==> src/rtl/cdb_arbiter.sv <==
// cdb_arbiter: buffers one result per functional unit and broadcasts one per cycle on the CDB, round robin
module cdb_arbiter #(
   parameter int N_UNITS = 4,
   parameter int TAG_W = 8,
   parameter int WORD_W = 32,
   parameter logic [TAG_W-1:0] IDLE_TAG = 8'b01111111
) (
   input  logic                      clk,
   input  logic                      rst,
   input  logic                      flush,
   input  logic [N_UNITS-1:0]        req_valid,
   input  logic [N_UNITS*TAG_W-1:0]  req_tag,
   input  logic [N_UNITS*WORD_W-1:0] req_value,
   output logic [N_UNITS-1:0]        req_ready,
   output logic                      cdb_valid,
   output logic [TAG_W-1:0]          cdb_tag,
   output logic [WORD_W-1:0]         cdb_value,
   output logic                      drop_err
);
   localparam int PW = N_UNITS > 1 ? $clog2(N_UNITS) : 1;

   logic [N_UNITS-1:0] slot_full_q, slot_full_d, grant;
   logic [TAG_W-1:0]   slot_tag_q [N_UNITS];
   logic [TAG_W-1:0]   slot_tag_d [N_UNITS];
   logic [WORD_W-1:0]  slot_value_q [N_UNITS];
   logic [WORD_W-1:0]  slot_value_d [N_UNITS];
   logic [PW-1:0]      rr_q, rr_d, gidx;
   logic               found;
   logic               cdb_valid_q, cdb_valid_d, drop_q, drop_d;
   logic [TAG_W-1:0]   cdb_tag_q, cdb_tag_d;
   logic [WORD_W-1:0]  cdb_value_q, cdb_value_d;
   int                 j;

   // round-robin grant search from rr_q, then broadcast / accept / flush next-state
   always_comb begin
      grant = '0;
      gidx = '0;
      found = 1'b0;
      j = 0;
      for (int k = 0; k < N_UNITS; k++) begin
         j = int'(rr_q) + k;
         if (j >= N_UNITS) j = j - N_UNITS;
         if (!found && slot_full_q[j]) begin
            found = 1'b1;
            grant[j] = 1'b1;
            gidx = PW'(j);
         end
      end
      req_ready = ~slot_full_q | grant;
      slot_full_d = slot_full_q & ~grant;
      slot_tag_d = slot_tag_q;
      slot_value_d = slot_value_q;
      rr_d = found ? ((int'(gidx) == N_UNITS - 1) ? '0 : gidx + 1'b1) : rr_q;
      cdb_valid_d = found;
      cdb_tag_d = found ? slot_tag_q[gidx] : IDLE_TAG;
      cdb_value_d = found ? slot_value_q[gidx] : '0;
      drop_d = 1'b0;
      for (int i = 0; i < N_UNITS; i++) begin
         if (req_valid[i] && req_ready[i]) begin
            if (req_tag[i*TAG_W +: TAG_W] == IDLE_TAG) begin
               drop_d = 1'b1;
            end else begin
               slot_full_d[i] = 1'b1;
               slot_tag_d[i] = req_tag[i*TAG_W +: TAG_W];
               slot_value_d[i] = req_value[i*WORD_W +: WORD_W];
            end
         end
      end
      if (flush) begin
         slot_full_d = '0;
         rr_d = rr_q;
         cdb_valid_d = 1'b0;
         cdb_tag_d = IDLE_TAG;
         cdb_value_d = '0;
         drop_d = 1'b0;
      end
   end

   // state registers; slot payloads are only meaningful while slot_full is set
   always_ff @(posedge clk) begin
      slot_tag_q <= slot_tag_d;
      slot_value_q <= slot_value_d;
      if (rst) begin
         slot_full_q <= '0;
         rr_q <= '0;
         cdb_valid_q <= 1'b0;
         cdb_tag_q <= IDLE_TAG;
         cdb_value_q <= '0;
         drop_q <= 1'b0;
      end else begin
         slot_full_q <= slot_full_d;
         rr_q <= rr_d;
         cdb_valid_q <= cdb_valid_d;
         cdb_tag_q <= cdb_tag_d;
         cdb_value_q <= cdb_value_d;
         drop_q <= drop_d;
      end
   end

   assign cdb_valid = cdb_valid_q;
   assign cdb_tag = cdb_tag_q;
   assign cdb_value = cdb_value_q;
   assign drop_err = drop_q;
endmodule

==> config.mk <==
export PLATFORM = sky130hd
export DESIGN_NAME = cdb_arbiter
export DESIGN_NICKNAME = d
export VERILOG_FILES = /design/src/rtl/cdb_arbiter.sv
export SDC_FILE = /design/constraint.sdc
export NUM_CORES = 1
export LEC_CHECK = 0
export ABC_AREA = 1
export ABC_CLOCK_PERIOD_IN_PS = 3500
export CORE_AREA = 2 2 142 144
export CTS_CLUSTER_SIZE = 30
export DETAILED_ROUTE_END_ITERATION = 8
export DIE_AREA = 0 0 144 146
export PLACE_DENSITY = 0.81
export SYNTH_ARGS = -nofsm -noshare
export SYNTH_HDL_FRONTEND = slang
export SYNTH_SLANG_ARGS = --single-unit
==> constraint.sdc <==
create_clock -name clk -period 3.5 [get_ports clk]
set_input_delay 0.875 -clock clk [delete_from_list [all_inputs] [get_ports clk]]
set_output_delay 0.875 -clock clk [all_outputs]
set_load 0.01 [all_outputs]
Word-level counts from Yosys, hierarchy flattened --
Index checks and enable logic that the tools add are counted.
Storage, ports and cells: flip-flop bits (word level) 208
Cells by class: multiplexer cells 59, reduce and logical (&&, ||, !) cells 21, $add $sub $neg 8, bitwise gates (word level) 14, $lt $le $gt $ge 13, equality and inequality tests 5
Operators by type and width (count):
- two-way mux 32 bit | 6
- >= comparator 32 x 1 -> 1 bit (second input constant) | 4
- less-than comparator 32 x 4 -> 1 bit (second input constant) | 4
- binary-select mux 32 bit (select 2 bit) | 1
- equality test 8 x 7 -> 1 bit (second input constant) | 4
- two-way mux 1 bit | 32
- binary-select mux 8 bit (select 2 bit) | 1
- two-way mux 4 bit | 4
- two-way mux 8 bit | 2
- bitwise OR 4 bit | 4
- >= comparator 3 bit (second input constant) | 4
- subtractor 3 x 3 -> 4 bit (second input constant) | 3
- logical AND 1 bit | 11
- two-way mux 2 bit | 5
- AND reduction 2 bit | 5
- binary-select mux 1 bit (select 2 bit) | 4
- demux 1 bit (select 2 bit) | 4
- NOT 4 bit | 2
- adder 2 x 2 -> 3 bit (second input constant) | 2
- NOT 1 bit | 6
- bitwise AND 4 bit | 1
- subtractor 2 x 3 -> 4 bit (second input constant) | 1
- adder 2 x 1 -> 3 bit (second input constant) | 1
- >= comparator 2 x 3 -> 1 bit (second input constant) | 1
- 6 further kinds | 8

Longest topological paths before layout --
depth after elaboration 24, depth in mapped cells 16, mapped depth without buffers 15

Worst setup path after synthesis --
OpenSTA, ideal clock, no wires.
path kind register to register, start point reg with a tool-made name, end point reg slot_tag_q[0] (netlist bit) (enable), clock period less this slack 3944 ps, required time 3063 ps, stages on the path, launching flop included 12, data arrival time 3506 ps, setup time 437 ps, setup slack -444 ps, cell sequence dfxtp_1 inv_2 ha_1 inv_1 nand3_1 nand2_1 nand3_1 nor2_2 nand2_1 nand3_1 nand2_1 nor2_1
RTL lines:
- to (signal assigned) | line 81 | slot_tag_q <= slot_tag_d;
- to (decl) | line 23 | logic [TAG_W-1:0] slot_tag_q [N_UNITS];

Final worst setup path --
start point reg rr_q[1], end point out req_ready[0]
On the way: word-level cells in the longest chain between the ends 16, elaborated cells between the ends (all ways) 64
RTL lines:
- from (decl) | line 27 | logic [PW-1:0] rr_q, rr_d, gidx;
- from (signal assigned) | line 92 | rr_q <= rr_d;
- parallel branches: the longest is 14 deep, another holds >= comparator 32 x 1 -> 1 bit
- two-way mux 4 bit * | line 43 | if (!found && slot_full_q[j]) begin
- bitwise OR 4 bit * | line 49 | req_ready = ~slot_full_q | grant;
- to (decl) | line 14 | output logic [N_UNITS-1:0] req_ready,
Every way passes the cells marked *. The select of a mux whose other input is x is not followed.

==> out/metrics.cfg <==
[timing]
fmax_mhz = 323.1
setup_viol = 0
skew_ps = 12.82
hold_viol = 0
slew_viol_final = 0
layout_worst_path_cycle_share = 0.8843
worst_pin_slew_ps = 594.2
timing.setup.tns_ps = 0
period_needed_ps = 3095
hold_ws_ps = 533.2
grt_setup_unrepaired = no
maxSlewHeadroom = 0.6038

[global_routing]
grt_pass1_vias = 6330
overflow = 0
grt_usage = 0.2118
grt_pass1_wl_um = 34040
grt_start_max_net_pins = 68
grt_antenna_before_repair = 1

[yosys]
synth_seq_cells = 208
synthFlopType = edfxtp_1
synth_top_area_cell = edfxtp_1
ys_types = 24
synth_edf_count = 160
yosysWarnings = 0
synth_area_leaders = edfxtp_1, dfxtp_1, nand2_1
post-synth-top-area-fraction = 0.5679
synthCells = 738
yosysSeqAreaShare = 0.6815
syn_area_mm2 = 0.008461
avgSynthCellArea_um2 = 11.46
synthesis.nets = 913
ys_async_sr_fraction = 0

[power]
power_frac_comb = 0.445
switchingPower_mw = 3.925
power_leakage_nw = 4.582
swShare = 0.3884
p_int_mw = 6.180
powerDensity_mw_per_mm2 = 861.4
irDropWorstVdd_mv = 0.4954
p_seq_frac = 0.317
clkPwrFrac = 0.238

[routing]
antenna_left = 0
drtPass1Iterations = 5
wl_met3_um = 1631
wl_um = 22670
wl_per_cell_um = 18.30
wl_met2_um = 11320
vias_per_cell = 5.044
routed.top_layer = met5
dr_total_vias = 6249
m1WireLength_um = 8992
drt-initial-drc-count = 303
route.detailed.drc = 0

[setup_path]
path_common_cell = nand3_1
crit_required_ps = 2620
cp_num_buf_inv = 3
cpPeakStageDelay_ps = 400
crit_path_start_kind = register
cp_cell_sequence = inv_1 > ha_4 > inv_1 > nand3_1 > nand2_2 > nand3_1 > nor2_4 > nand2_1 > nand3_1 > dlymetal6s2s_1
worst-setup-path-type = reg2out
crit_fanout = 8
end_kind = primary output
worst_ep_arrival_time_ps = 2220
crit_family = simple AND/OR/NAND/NOR gates
cpMaxStageDelayCell = dfxtp_2

[placed_design]
routabilityCongestion = 0.8707
place_hpwl_um = 14910
placed_area_mm2 = 0.01094
numPortBuffers = 212
dp_cells = 1197

[floorplanning]
die_x_um = 144
num_rows = 51
die-area_mm2 = 0.02102
fp.dieH_um = 146
start_util = 0.4376
core_mm2 = 0.01933
io_pins = 213

[clock_tree]
cts_buffer_depth = 3
clk_latency_ps = 500
clkSlewWorstSetupHoldPaths_ps = 60
cts_root_buffer = clkbuf_16
h-tree-depth = 1
cts_tree = yes
cts_made_buffers = 23
cts_num_sinks = 208
cts_hold_buf = 0

[cells_and_area]
drive_above_1_share = 0.07495
nets = 1132
instances_no_fill = 1239
num_antenna_cells = 0
syn_to_final_growth_pct = 38.66
final_area_mm2 = 0.01173

[run]
max_cap_viol_count = 0

[outcome]
status = finished clean

[worst_hold_path]
hold_path.class = reg2reg

[registers in the layout, indices dropped and copies added (netlist names), named ones only]
| signal | count |
|---|---|
| cdb_tag | 8 |
| rr_q | 1 |
| cdb_valid | 1 |
| cdb_value | 32 |
| drop_err | 1 |
| slot_tag_q | 32 |
| slot_full_q | 4 |
| slot_value_q | 128 |
[power by group through the flow]
stage / logic (mW) / registers (mW) / clock network, mW
3_3_place_gp: 4.34 / 3.24 / 0
6_report: 4.50 / 3.21 / 2.40
2_1_floorplan: 2.86 / 3.32 / 0
4_1_cts: 4.49 / 3.21 / 2.44
5_1_grt: 4.98 / 3.23 / 2.55
3_5_place_dp: 4.42 / 3.25 / 0
[worst register-to-register path: stages (launching register included)]
cell and delay, ps:
dfxtp_2 400, inv_1 100, ha_4 300, inv_1 70, nand2_1 80, nand2_2 60, nor2_4 150, nand3_2 100
inv_2 100, nand2_4 240, nand2_4 430, buf_4 300, nand2_1 80, nand3_1 100, a21oi_1 80
[worst paths after layout]
path,start,to,slack [ps],cells after the start
max,rr_q[1],req_ready[0],400,10
min,slot_tag_q[14],cdb_tag[6],530,2
max reg2reg,rr_q[1],cdb_value[1],770,14
min reg2reg,slot_tag_q[14],cdb_tag[6],530,2
[synth_stat cells (7+ instances only)]
cell type  count
edfxtp_1     160
nand2_1      152
inv_1         89
nand3_1       87
nand3b_1      66
dfxtp_1       48
a21oi_1       40
buf_2         17
nand4_1        9
ha_1           8
nor2_1         8
buf_4          7
o211ai_1       7
o21ai_0        7
[logic make-up after synthesis]
group | after synthesis | synth area share
AO/OA/AOI/OAI | 55 | 0.03460
adder cells (fa/ha/maj) | 8 | 0.01183
buffers and inverters | 128 | 0.06684
flip-flops | 208 | 0.6815
AND/OR/NAND/NOR | 339 | 0.2053
[repair_timing]
item,4_1_cts,5_1_grt
setup endpoints to repair,4,4
resized for setup,2,8
buffers inserted,0,0
cloned,0,0
[per-layer routing]
layer | vias to the layer above | track usage
li1 | 2958 | -
met1 | 2986 | 0.2697
met2 | 253 | 0.3621
met3 | 50 | 0.03784
met4 | 2 | 0.07402
met5 | - | 0
[layout by cell type, fill, tap and decap left out, drive strengths merged]
cell,n
clkdlybuf4s50,208
edfxtp,160
nand2,159
inv,96
nand3,91
nand3b,66
dfxtp,48
a21oi,40
clkbuf,35
buf,16
nor2,11
nand4,9
o21ai,8
ha,8
o211ai,7
dlymetal6s2s,4
nor4b,3
bufinv,3
clkinv,2
[area by class of cell]
class / count / area [µm²]
well taps: 265 / 331.6
inverters: 94 / 355.3
multi-input cells: 402 / 2187
fillers: 1522 / 7604
flip-flops and latches: 208 / 5767
clock inverters: 7 / 120.1
repair buffers: 228 / 2340
clock buffers: 35 / 630.6
[through the flow]
stage | setup WS [ps] | utilization | power [mW]
final | 404.9 | 0.6067 | 10.11
after global routing | 196.2 | 0.6067 | 10.76
after CTS | 6.541 | 0.6054 | 10.13
after detailed placement | 352.7 | 0.5659 | 7.676
after global placement | 400.1 | 0.5659 | 7.583
after floorplan | 214.0 | - | 6.183
Note: power is estimated with default switching activity, not from simulation.
